## src/rtl/cnt_scheduler.sv

```systemverilog
// cnt_scheduler: round-robin arbiter that lends one internal interval counter
// to NUM_REQ requesters. Winner's terminal count is latched at grant; the
// count runs (or is held) until it reaches the terminal, then a one-cycle done
// pulse goes to the owner and the scheduler returns to IDLE for one cycle.
//
// Handshake: i_req is a level request. The grant is committed once issued;
// dropping i_req during RUN does not cancel it. o_done is the only completion
// indication, and i_abort ends an interval without a done.
module cnt_scheduler #(
  parameter int BIT_WIDTH = 8,
  parameter int NUM_REQ   = 4,
  parameter int IDX_W     = $clog2(NUM_REQ)
) (
  input  logic                         I_CLK,
  input  logic                         I_RSTN,
  input  logic [NUM_REQ-1:0]           i_req,
  input  logic [NUM_REQ*BIT_WIDTH-1:0] i_max_cnt,
  input  logic                         i_hold,
  input  logic                         i_abort,
  output logic [NUM_REQ-1:0]           o_grant,
  output logic [IDX_W-1:0]             o_owner,
  output logic                         o_busy,
  output logic [BIT_WIDTH-1:0]         o_cnt,
  output logic [NUM_REQ-1:0]           o_done
);

  typedef enum logic {
    ST_IDLE = 1'b0,
    ST_RUN  = 1'b1
  } state_e;

  state_e               state_q, state_d;
  logic [IDX_W-1:0]     owner_q, owner_d;
  logic [IDX_W-1:0]     ptr_q,   ptr_d;
  logic [BIT_WIDTH-1:0] term_q,  term_d;
  logic [BIT_WIDTH-1:0] cnt_q,   cnt_d;

  logic                 win_vld;
  logic [IDX_W-1:0]     win_idx;
  logic [IDX_W:0]       arb_sum;
  logic [IDX_W-1:0]     arb_cand;
  logic [IDX_W-1:0]     owner_inc;
  logic                 term_hit;

  // Round-robin search: first set request at or after the pointer, wrapping.
  always_comb begin
    win_vld  = 1'b0;
    win_idx  = '0;
    arb_sum  = '0;
    arb_cand = '0;
    for (int i = 0; i < NUM_REQ; i++) begin
      arb_sum = {1'b0, ptr_q} + (IDX_W+1)'(i);
      if (arb_sum >= (IDX_W+1)'(NUM_REQ)) begin
        arb_sum = arb_sum - (IDX_W+1)'(NUM_REQ);
      end
      arb_cand = arb_sum[IDX_W-1:0];
      if (!win_vld && i_req[arb_cand]) begin
        win_vld = 1'b1;
        win_idx = arb_cand;
      end
    end
  end

  // Owner index plus one, wrapping at NUM_REQ (need not be a power of two).
  always_comb begin
    owner_inc = (owner_q == IDX_W'(NUM_REQ-1)) ? '0 : owner_q + IDX_W'(1);
  end

  // Interval completes when the count sits on the terminal and is not held.
  always_comb begin
    term_hit = (cnt_q == term_q) && !i_hold;
  end

  // State register and datapath registers.
  always_ff @(posedge I_CLK or negedge I_RSTN) begin
    if (!I_RSTN) begin
      state_q <= ST_IDLE;
      owner_q <= '0;
      ptr_q   <= '0;
      term_q  <= '0;
      cnt_q   <= '0;
    end else begin
      state_q <= state_d;
      owner_q <= owner_d;
      ptr_q   <= ptr_d;
      term_q  <= term_d;
      cnt_q   <= cnt_d;
    end
  end

  // Next-state logic: arbitrate in IDLE; abort > completion > count > hold in RUN.
  always_comb begin
    state_d = state_q;
    owner_d = owner_q;
    ptr_d   = ptr_q;
    term_d  = term_q;
    cnt_d   = cnt_q;
    unique case (state_q)
      ST_IDLE: begin
        if (win_vld) begin
          state_d = ST_RUN;
          owner_d = win_idx;
          term_d  = i_max_cnt[win_idx*BIT_WIDTH +: BIT_WIDTH];
          cnt_d   = '0;
        end
      end
      ST_RUN: begin
        if (i_abort || term_hit) begin
          state_d = ST_IDLE;
          cnt_d   = '0;
          ptr_d   = owner_inc;
        end else if (!i_hold) begin
          cnt_d = cnt_q + BIT_WIDTH'(1);
        end
      end
      default: state_d = ST_IDLE;
    endcase
  end

  // Outputs decode registered state; only i_hold/i_abort reach o_done directly.
  always_comb begin
    o_grant = '0;
    o_done  = '0;
    o_owner = '0;
    o_busy  = 1'b0;
    o_cnt   = cnt_q;
    if (state_q == ST_RUN) begin
      o_busy           = 1'b1;
      o_owner          = owner_q;
      o_grant[owner_q] = 1'b1;
      if (term_hit && !i_abort) begin
        o_done[owner_q] = 1'b1;
      end
    end
  end

endmodule

```

## config.mk

```make
export PLATFORM = sky130hd
export DESIGN_NAME = cnt_scheduler
export DESIGN_NICKNAME = d
export VERILOG_FILES = /design/src/rtl/cnt_scheduler.sv
export SDC_FILE = /design/constraint.sdc
export NUM_CORES = 1
export LEC_CHECK = 0
export ABC_AREA = 1
export CAP_MARGIN = 20
export CORE_ASPECT_RATIO = 0.8
export CORE_MARGIN = 4
export CORE_UTILIZATION = 52
export CTS_BUF_LIST = sky130_fd_sc_hd__clkbuf_2 sky130_fd_sc_hd__clkbuf_4 sky130_fd_sc_hd__clkbuf_8
export DETAILED_ROUTE_END_ITERATION = 10
export PLACE_DENSITY_LB_ADDON = 0.25
export SLEW_MARGIN = 20
export SYNTH_ARGS = -nofsm -noshare
export SYNTH_HDL_FRONTEND = slang
export SYNTH_SLANG_ARGS = --single-unit
```

## constraint.sdc

```tcl
create_clock -name I_CLK -period 3.5 [get_ports I_CLK]
set_input_delay 0.525 -clock I_CLK [delete_from_list [all_inputs] [get_ports I_CLK]]
set_output_delay 0.525 -clock I_CLK [all_outputs]
set_load 0.1 [all_outputs]
```

# [After elaboration in Yosys (flattened, before gate mapping)]
# Cells that the tools add are included.
[word_totals] reg_bits=21 inputBits=40 word_cells=80
[op_classes] addsub=9 magnitude_cmp=10 n_eq_ne=4 shift=1 n_mux=35 bitwise=1 reduce_logical=15
[ops] op="variable part select 32 x 6 -> 8 bit" count=1
[ops] op="2-to-1 mux 8 bit" count=3
[ops] op="2-to-1 mux 2 bit" count=10
[ops] op="one-hot mux 8 bit (2 select lines)" count=1
[ops] op="less-than comparator 2 x 3 -> 1 bit (second input constant)" count=5
[ops] op="2-to-1 mux 1 bit" count=12
[ops] op="2-to-1 mux 4 bit" count=3
[ops] op=">= comparator 3 bit (second input constant)" count=3
[ops] op="adder 8 x 1 -> 8 bit (second input constant)" count=1
[ops] op="binary-select mux 1 bit (select 2 bit)" count=4
[ops] op="equality test 8 bit" count=1
[ops] op="subtractor 2 x 1 -> 2 bit (second input constant)" count=4
[ops] op="adder 2 x 2 -> 3 bit (second input constant)" count=2
[ops] op="logical AND 1 bit" count=6
[ops] op="AND reduction 2 bit" count=3
[ops] op="zero test 1 bit" count=5
[ops] op="adder 2 x 1 -> 3 bit (second input constant)" count=1
[ops] op=">= comparator 2 x 3 -> 1 bit (second input constant)" count=1
[ops] op="inequality test 3 x 2 -> 1 bit (second input constant)" count=1
[ops] op="adder 2 x 1 -> 2 bit (second input constant)" count=1
[ops] op="demux 1 bit (select 2 bit)" count=1
[ops] op="equality test 2 bit (second input constant)" count=1
[ops] op=">= comparator 2 x 1 -> 1 bit (second input constant)" count=1
[ops] op="inequality test 2 bit (second input constant)" count=1
[ops] op="3 further kinds" count=3

# [Depth between registers and ports, before layout]
# Gate-level depths: netlist of the first run.
[logic_depth] ltp_word=16 depth_mapped=15

# [Worst setup path before layout of the first run]
# OpenSTA, ideal clock, no wires.
[synth_path] path_kind="reg-to-output" start="register cnt_q[6], in the netlist o_cnt[6]" end="output o_done[0]" arrival_ns=3.083 slack_ns=-0.108 path_stages_with_launch=8 path_buffers=0 path_cell_list="dfrtp_1 inv_1 nand2_1 nand4_1 nor3_1 nand4_1 or2_2 nor2_1"
[synth_between] elab_chain_cells=5
[synth_lines] element="start: declaration" line_no="36" rtl="logic [BIT_WIDTH-1:0] cnt_q, cnt_d;"
[synth_lines] element="start signal: assignment" line_no="87" rtl="cnt_q <= cnt_d;"
[synth_lines] element="equality test 8 bit" line_no="71" rtl="term_hit = (cnt_q == term_q) && !i_hold;"
[synth_lines] element="logical AND 1 bit" line_no="71"
[synth_lines] element="logical AND 1 bit" line_no="131" rtl="if (term_hit && !i_abort) begin"
[synth_lines] element="2-to-1 mux 4 bit" line_no="131"
[synth_lines] element="2-to-1 mux 4 bit" line_no="127" rtl="if (state_q == ST_RUN) begin"
[synth_lines] element="end: declaration" line_no="24" rtl="output logic [NUM_REQ-1:0] o_done"
# No other way between the ends.

# [Final worst setup path of the first run]
# Same ends and word-level chain as after synthesis.

==> results of run 1 <==
## kinds of logic (layout without fill, tap and decap cells)
family,Yosys count,count (layout)
DFF,21,21
AOI/OAI and AO/OA,17,17
buffers and inverters,60,115
and+or+nand+nor,181,181
adders and majority gates,5,5
xor gates and xnor gates,11,11
## how the worst min path moves through the flow
stage              start  slack [ps]  cells past startpoint        end
3_5_place_dp   term_q[1]         490                      2  term_q[1]
5_1_grt        term_q[0]         530                      2  term_q[0]
3_3_place_gp   term_q[1]         490                      2  term_q[1]
2_1_floorplan     I_RSTN         230                      0   o_cnt[0]
6_report       term_q[1]         510                      2  term_q[1]
4_1_cts        term_q[1]         510                      2  term_q[1]
## cell usage after synthesis
| library cell | count |
|---|---|
| a21oi_1 | 3 |
| nand2_1 | 104 |
| inv_2 | 4 |
| nand3_1 | 26 |
| clkbuf_1 | 2 |
| nor3_2 | 1 |
| nor2_4 | 1 |
| o21ai_0 | 3 |
| nor2_1 | 18 |
| a31oi_1 | 1 |
| nor3_1 | 2 |
| a22oi_1 | 1 |
| nand3_2 | 3 |
| o21ai_1 | 7 |
| or2_0 | 2 |
| nand2_4 | 2 |
| dfrtp_1 | 21 |
| xor2_1 | 9 |
| or2_2 | 1 |
| inv_1 | 49 |
| nand4_1 | 6 |
| nor2_2 | 1 |
| buf_2 | 1 |
| buf_4 | 2 |
| nand2_2 | 8 |
| a21oi_4 | 1 |
| buf_6 | 2 |
| xnor2_1 | 2 |
| o21ai_2 | 1 |
| or2_1 | 2 |
| nand3b_1 | 4 |
| ha_1 | 5 |
## flip-flops by register name, indices dropped and copies added, names as in the netlist
name,flops
o_cnt,8
term_q,8
owner_q,2
ptr_q,2
state_q,1
## tightest hold or removal path: stages, from the launching register on
cell     delay [ps]
dfrtp_1         370
nand2_1          60
nand2_1          50
## cell type report
cell class / instances / area (µm²)
clock buffers: 3 / 41.29
clock inverters: 1 / 5.005
fillers: 299 / 980.9
inverters: 53 / 198.9
multi-input cells: 214 / 1090
flip-flops and latches: 21 / 525.5
well taps: 42 / 52.55
repair buffers: 58 / 553.0
## per-layer routing
| metal | share of wire | vias up | track usage | routed length (µm) |
|---|---|---|---|---|
| met5 | 0 | - | 0 | 0 |
| met4 | 0.014 | 0 | 0.07614 | 61 |
| met3 | 0.096 | 6 | 0.04731 | 407 |
| met2 | 0.42 | 81 | 0.3040 | 1759 |
| met1 | 0.47 | 784 | 0.2614 | 2003 |
| li1 | - | 1010 | - | - |
## metrics by stage
step	area, µm²	worst slack [ps]	hold slack, ps
final	2466	857.4	506.8
after global routing	2466	664.9	525.5
after CTS	2466	865.9	510.8
after detailed placement	2420	977.7	491.0
after global placement	2420	1035	489.5
after floorplan	1864	-108.2	229.4
## power breakdown
part	switching [mW]	total (mW)	internal, mW	leakage, nW
Clock	0.0838	0.163	0.0795	0.0255
Combinational	1.13	1.60	0.471	1.05
Sequential	0.125	0.459	0.334	0.265
==> impl_metrics.env, run 1 <==
export IMPL_setup_violations=0
export IMPL_setup_tns_ps=0
export IMPL_place_congestion=0.8276
export IMPL_fin_crit_ps=2643
export IMPL_synth_fa_ha_area_frac=0.03356
export IMPL_clk_latency_ps=270
export IMPL_wl_um=4232
export IMPL_cp_top_family="simple AND/OR/NAND/NOR gates"
export IMPL_crit_reg2reg_launch="ptr_q[0]"
export IMPL_cp_slowest_cell="dfrtp_1"
export IMPL_cts_htree_levels=1
export IMPL_worst_setup_path_start_kind="register"
export IMPL_root_buffer="clkbuf_8"
export IMPL_ios=59
export IMPL_cts_tree="built"
export IMPL_clockBufferDepth=2
export IMPL_hp_class="reg -> reg"
export IMPL_crit_arrival_ps=2120
export IMPL_period_share=0.7550
export IMPL_drive_gt1_frac=0.1086
export IMPL_ff2ff_path_depth=12
export IMPL_drtIter0Drc=146
export IMPL_grt_pass1_wl_um=6989
export IMPL_synth_avg_cell_area_um2=6.320
export IMPL_finalHoldViolCount=0
export IMPL_cts_clk_slew_worst_paths_ps=80
export IMPL_port_buffers=58
export IMPL_startpoint="o_cnt[6]"
export IMPL_synth_top_family_by_area="simple AND/OR/NAND/NOR gates"
export IMPL_viasPerCell=4.798
export IMPL_synth_area_um2=1864
export IMPL_worstPathMaxFanout=6
export IMPL_grt_overflow_total=0
export IMPL_ys_seq_area_frac=0.2819
export IMPL_wl_per_cell_um=10.80
export IMPL_die_x_um=74.95
export IMPL_fin_skew_ps=5.584
export IMPL_synth_nets=340
export IMPL_outcome="finished, final reports clean"
export IMPL_diodes=0
export IMPL_slew_violations=0
export IMPL_p_total_mw=2.218
export IMPL_final_common_cell="nand2_1"
export IMPL_grt_total_usage=0.1949
export IMPL_layout_common_cells="nand2_1, inv_1, clkdlybuf4s50_1, nand3_1, dfrtp_1"
export IMPL_final_nets=396
export IMPL_netlist_instances=295
export IMPL_stdcell_count=392
export IMPL_cts_setup_buffers=0
export IMPL_tightest_slew_ps=968.9
export IMPL_cts_hold_buffers=0
export IMPL_clock_fmax_mhz=378.4
export IMPL_antenna_found_initial=0
export IMPL_grt_pass1_vias=1619
export IMPL_cp_slowest_stage_delay_ps=470
export IMPL_synth_area_leaders="dfrtp_1, nand2_1, inv_1"
export IMPL_drc_errors=0
export IMPL_cts_resized_gates=0
export IMPL_placedCellCount=388
export IMPL_crit_path_frequent_cell="nand4_1"
export IMPL_critPathRequiredTime_ps=2970
export IMPL_grt_setup_unrepaired="no"
export IMPL_num_vias=1881
export IMPL_ys_ff_latch=21
export IMPL_core_um2=3447
export IMPL_die_h_um=61.56
export IMPL_leakagePower_nw=1.337
export IMPL_clock_sinks=21
export IMPL_yosys_warnings=0
export IMPL_initial_core_util=0.5408
export IMPL_r2r_end="o_cnt[0]"
export IMPL_synth_top_area_cell="dfrtp_1"
export IMPL_ys_types=32
export IMPL_area_growth_pct=32.28
export IMPL_antenna_left=0
export IMPL_die_area_um2=4613
export IMPL_vdd_ir_drop_max_uv=533.1
export IMPL_crit_type="reg -> out"
export IMPL_synth_compound_area_frac=0.05570
export IMPL_grt_max_degree=23
export IMPL_synthSimpleGateAreaFrac=0.4436
export IMPL_firstDrtPassIters=4
export IMPL_ff2ff_setup_slack_ps=1260
export IMPL_end_kind="primary output"
export IMPL_numCtsBuffers=3
export IMPL_muxShareOfSynthArea=0
export IMPL_path_cells="inv_1 -> nand2_1 -> nand4_1 -> nor3_1 -> nand4_1 -> or2_2 -> nor2_1 -> buf_4"
export IMPL_slew_headroom=0.3521
export IMPL_synth_xor_area_frac=0.05168
export IMPL_max_cap_viol_count=0
export IMPL_cp_depth=8
export IMPL_rows=19
export IMPL_synth_top_cell_area_share=0.2819
export IMPL_cp_num_buf_inv=2
export IMPL_crit_end="o_done[0]"
export IMPL_dp_hpwl_um=3475
export IMPL_fin_util=0.7154
export IMPL_power_density_nw_per_um2=899.4
Power figures use the tool's default switching activity.
==> inputs of run 2 (changes only) <==
--- a/config.mk
+++ b/config.mk
@@ -9,7 +9,7 @@
 export CAP_MARGIN = 20
 export CORE_ASPECT_RATIO = 0.8
 export CORE_MARGIN = 4
-export CORE_UTILIZATION = 52
+export CORE_UTILIZATION = 44
 export CTS_BUF_LIST = sky130_fd_sc_hd__clkbuf_2 sky130_fd_sc_hd__clkbuf_4 sky130_fd_sc_hd__clkbuf_8
 export DETAILED_ROUTE_END_ITERATION = 10
 export PLACE_DENSITY_LB_ADDON = 0.25
==> constraint.sdc (replaced) <==
create_clock -name I_CLK -period 2.3 [get_ports I_CLK]
set_input_delay 0.345 -clock I_CLK [delete_from_list [all_inputs] [get_ports I_CLK]]
set_output_delay 0.345 -clock I_CLK [all_outputs]
set_load 0.1 [all_outputs]
==> run 2 against run 1 <==
Sequential power is 49% higher; clock skew down 4.0 ps; die area grew 16%; clock-buffer cell count did not move; critical path type unchanged; largest power group unchanged.
==> impl_metrics.env, run 2 (synthesis gave the netlist of run 1 again) <==
export IMPL_outcome="finished, final reports clean"
export IMPL_slew_headroom=0.7539
export IMPL_crit_arrival_ps=1920
export IMPL_viasPerCell=4.785
export IMPL_cts_hold_buffers=0
export IMPL_antenna_found_initial=0
export IMPL_antenna_left=0
export IMPL_period_share=0.9868
export IMPL_num_vias=1976
export IMPL_max_cap_viol_count=0
export IMPL_root_buffer="clkbuf_8"
export IMPL_fin_crit_ps=2270
export IMPL_worstPathMaxFanout=5
export IMPL_setup_tns_ps=0
export IMPL_dp_slack_ps=-16.50
export IMPL_end_kind="primary output"
export IMPL_drtIter0Drc=122
export IMPL_core_um2=3929
export IMPL_ff2ff_path_depth=12
export IMPL_finalHoldViolCount=0
export IMPL_critPathRequiredTime_ps=1960
export IMPL_cp_slowest_stage_delay_ps=520
export IMPL_clock_sinks=21
export IMPL_clk_latency_ps=260
export IMPL_drive_gt1_frac=0.2011
export IMPL_wl_per_cell_um=11.10
export IMPL_drc_errors=0
export IMPL_grt_pass1_vias=1835
export IMPL_use_met1=0.2249
export IMPL_wl_um=4584
export IMPL_p_total_mw=3.576
export IMPL_cts_clk_slew_worst_paths_ps=80
export IMPL_crit_type="reg -> out"
export IMPL_firstDrtPassIters=6
export IMPL_use_met2=0.3316
export IMPL_area_growth_pct=44.16
export IMPL_dpl_cell_area_um2=2606
export IMPL_crit_reg2reg_launch="ptr_q[0]"
export IMPL_worst_setup_path_start_kind="register"
export IMPL_path_cells="xor2_2 -> nor3_2 -> nand4_1 -> or2_4 -> nor2_4 -> buf_12"
export IMPL_leakagePower_nw=1.371
export IMPL_ios=59
export IMPL_stdcell_area_um2=2688
export IMPL_layout_common_cells="nand2_1, inv_1, clkdlybuf4s50_1, nand3_1, buf_4"
export IMPL_ff2ff_setup_slack_ps=270
export IMPL_die_area_um2=5349
export IMPL_grt_overflow_total=0
export IMPL_layout_setup_ws_ps=30.34
export IMPL_die_x_um=80.78
export IMPL_vdd_ir_drop_max_uv=739.0
export IMPL_tightest_slew_ps=368.3
export IMPL_dp_hpwl_um=3709
export IMPL_grt_pass1_wl_um=7783
export IMPL_num_fill_cells=345
export IMPL_grt_total_usage=0.1794
export IMPL_stdcell_count=413
export IMPL_slew_violations=0
export IMPL_final_common_cell="nand2_1"
export IMPL_hp_class="in -> async"
export IMPL_grt_setup_unrepaired="yes"
export IMPL_clock_fmax_mhz=440.6
export IMPL_clockBufferDepth=2
export IMPL_setup_violations=0
export IMPL_cts_htree_levels=1
export IMPL_cp_num_buf_inv=1
export IMPL_cp_slowest_cell="dfrtp_4"
export IMPL_power_density_nw_per_um2=1330
export IMPL_busiest_layer="met2"
export IMPL_use_met3=0.02997
export IMPL_port_buffers=58
export IMPL_final_nets=404
export IMPL_place_congestion=0.9081
export IMPL_rows=20
export IMPL_cp_top_family="simple AND/OR/NAND/NOR gates"
export IMPL_cts_tree="built"
export IMPL_numCtsBuffers=3
export IMPL_fin_skew_ps=1.612
export IMPL_grt_max_degree=23
export IMPL_diodes=0
export IMPL_hold_ws_ps=423.0
export IMPL_initial_core_util=0.4745
export IMPL_r2r_end="term_q[3]"
export IMPL_placedCellCount=406
export IMPL_fin_util=0.6841
export IMPL_die_h_um=66.22
-- run 2: cell count changes in the layout (fill, tap and decap cells not counted), sizes merged --
cell | before | now
buf | 11 | 27
clkdlybuf4s50 | 47 | 39
clkinvlp | 0 | 3
inv | 53 | 50
-- run 2: worst max path at each step --
stage                   from   endpoint  slack (ps)  depth (start not counted)
finish              o_cnt[4]  o_done[0]          30                          6
floorplan            state_q  o_done[1]         -20                          4
CTS                 o_cnt[4]  o_done[0]          30                          6
global placement    i_req[0]  term_q[3]          30                         13
detailed placement  i_req[2]  term_q[3]         -20                         13
global route        o_cnt[4]  o_done[0]         -50                          6
-- run 2: layer usage --
layer  wire [µm]  vias to the layer above  share of wire
met1        2076                      897           0.45
li1            -                     1024              -
met4          19                        0         0.0041
met5           0                        -              0
met2        2263                       53           0.49
met3         225                        2          0.049
-- run 2: power breakdown --
group	internal, mW	switching (mW)	total [mW]
combinational	0.840	1.81	2.65
sequential	0.515	0.167	0.682
clock	0.121	0.122	0.242
total	1.47	2.10	3.58
-- run 2: final cells by class --
class | instances | area, µm² | area share
clock buffer | 3 | 41.29 | 0.01536
clock inverter | 1 | 5.005 | 0.001862
inverter | 53 | 210.2 | 0.07821
multi-input combinational | 214 | 1135 | 0.4223
sequential | 21 | 546.8 | 0.2034
tap | 55 | 68.82 | 0.02561
timing repair buffer | 66 | 680.7 | 0.2533
-- run 2: what timing repair did --
action,in CTS,in global routing
endpoints found under the setup margin,4,4
buffers inserted,1,2
cloned,0,0
gates resized for setup,1,1
pin swaps,1,2
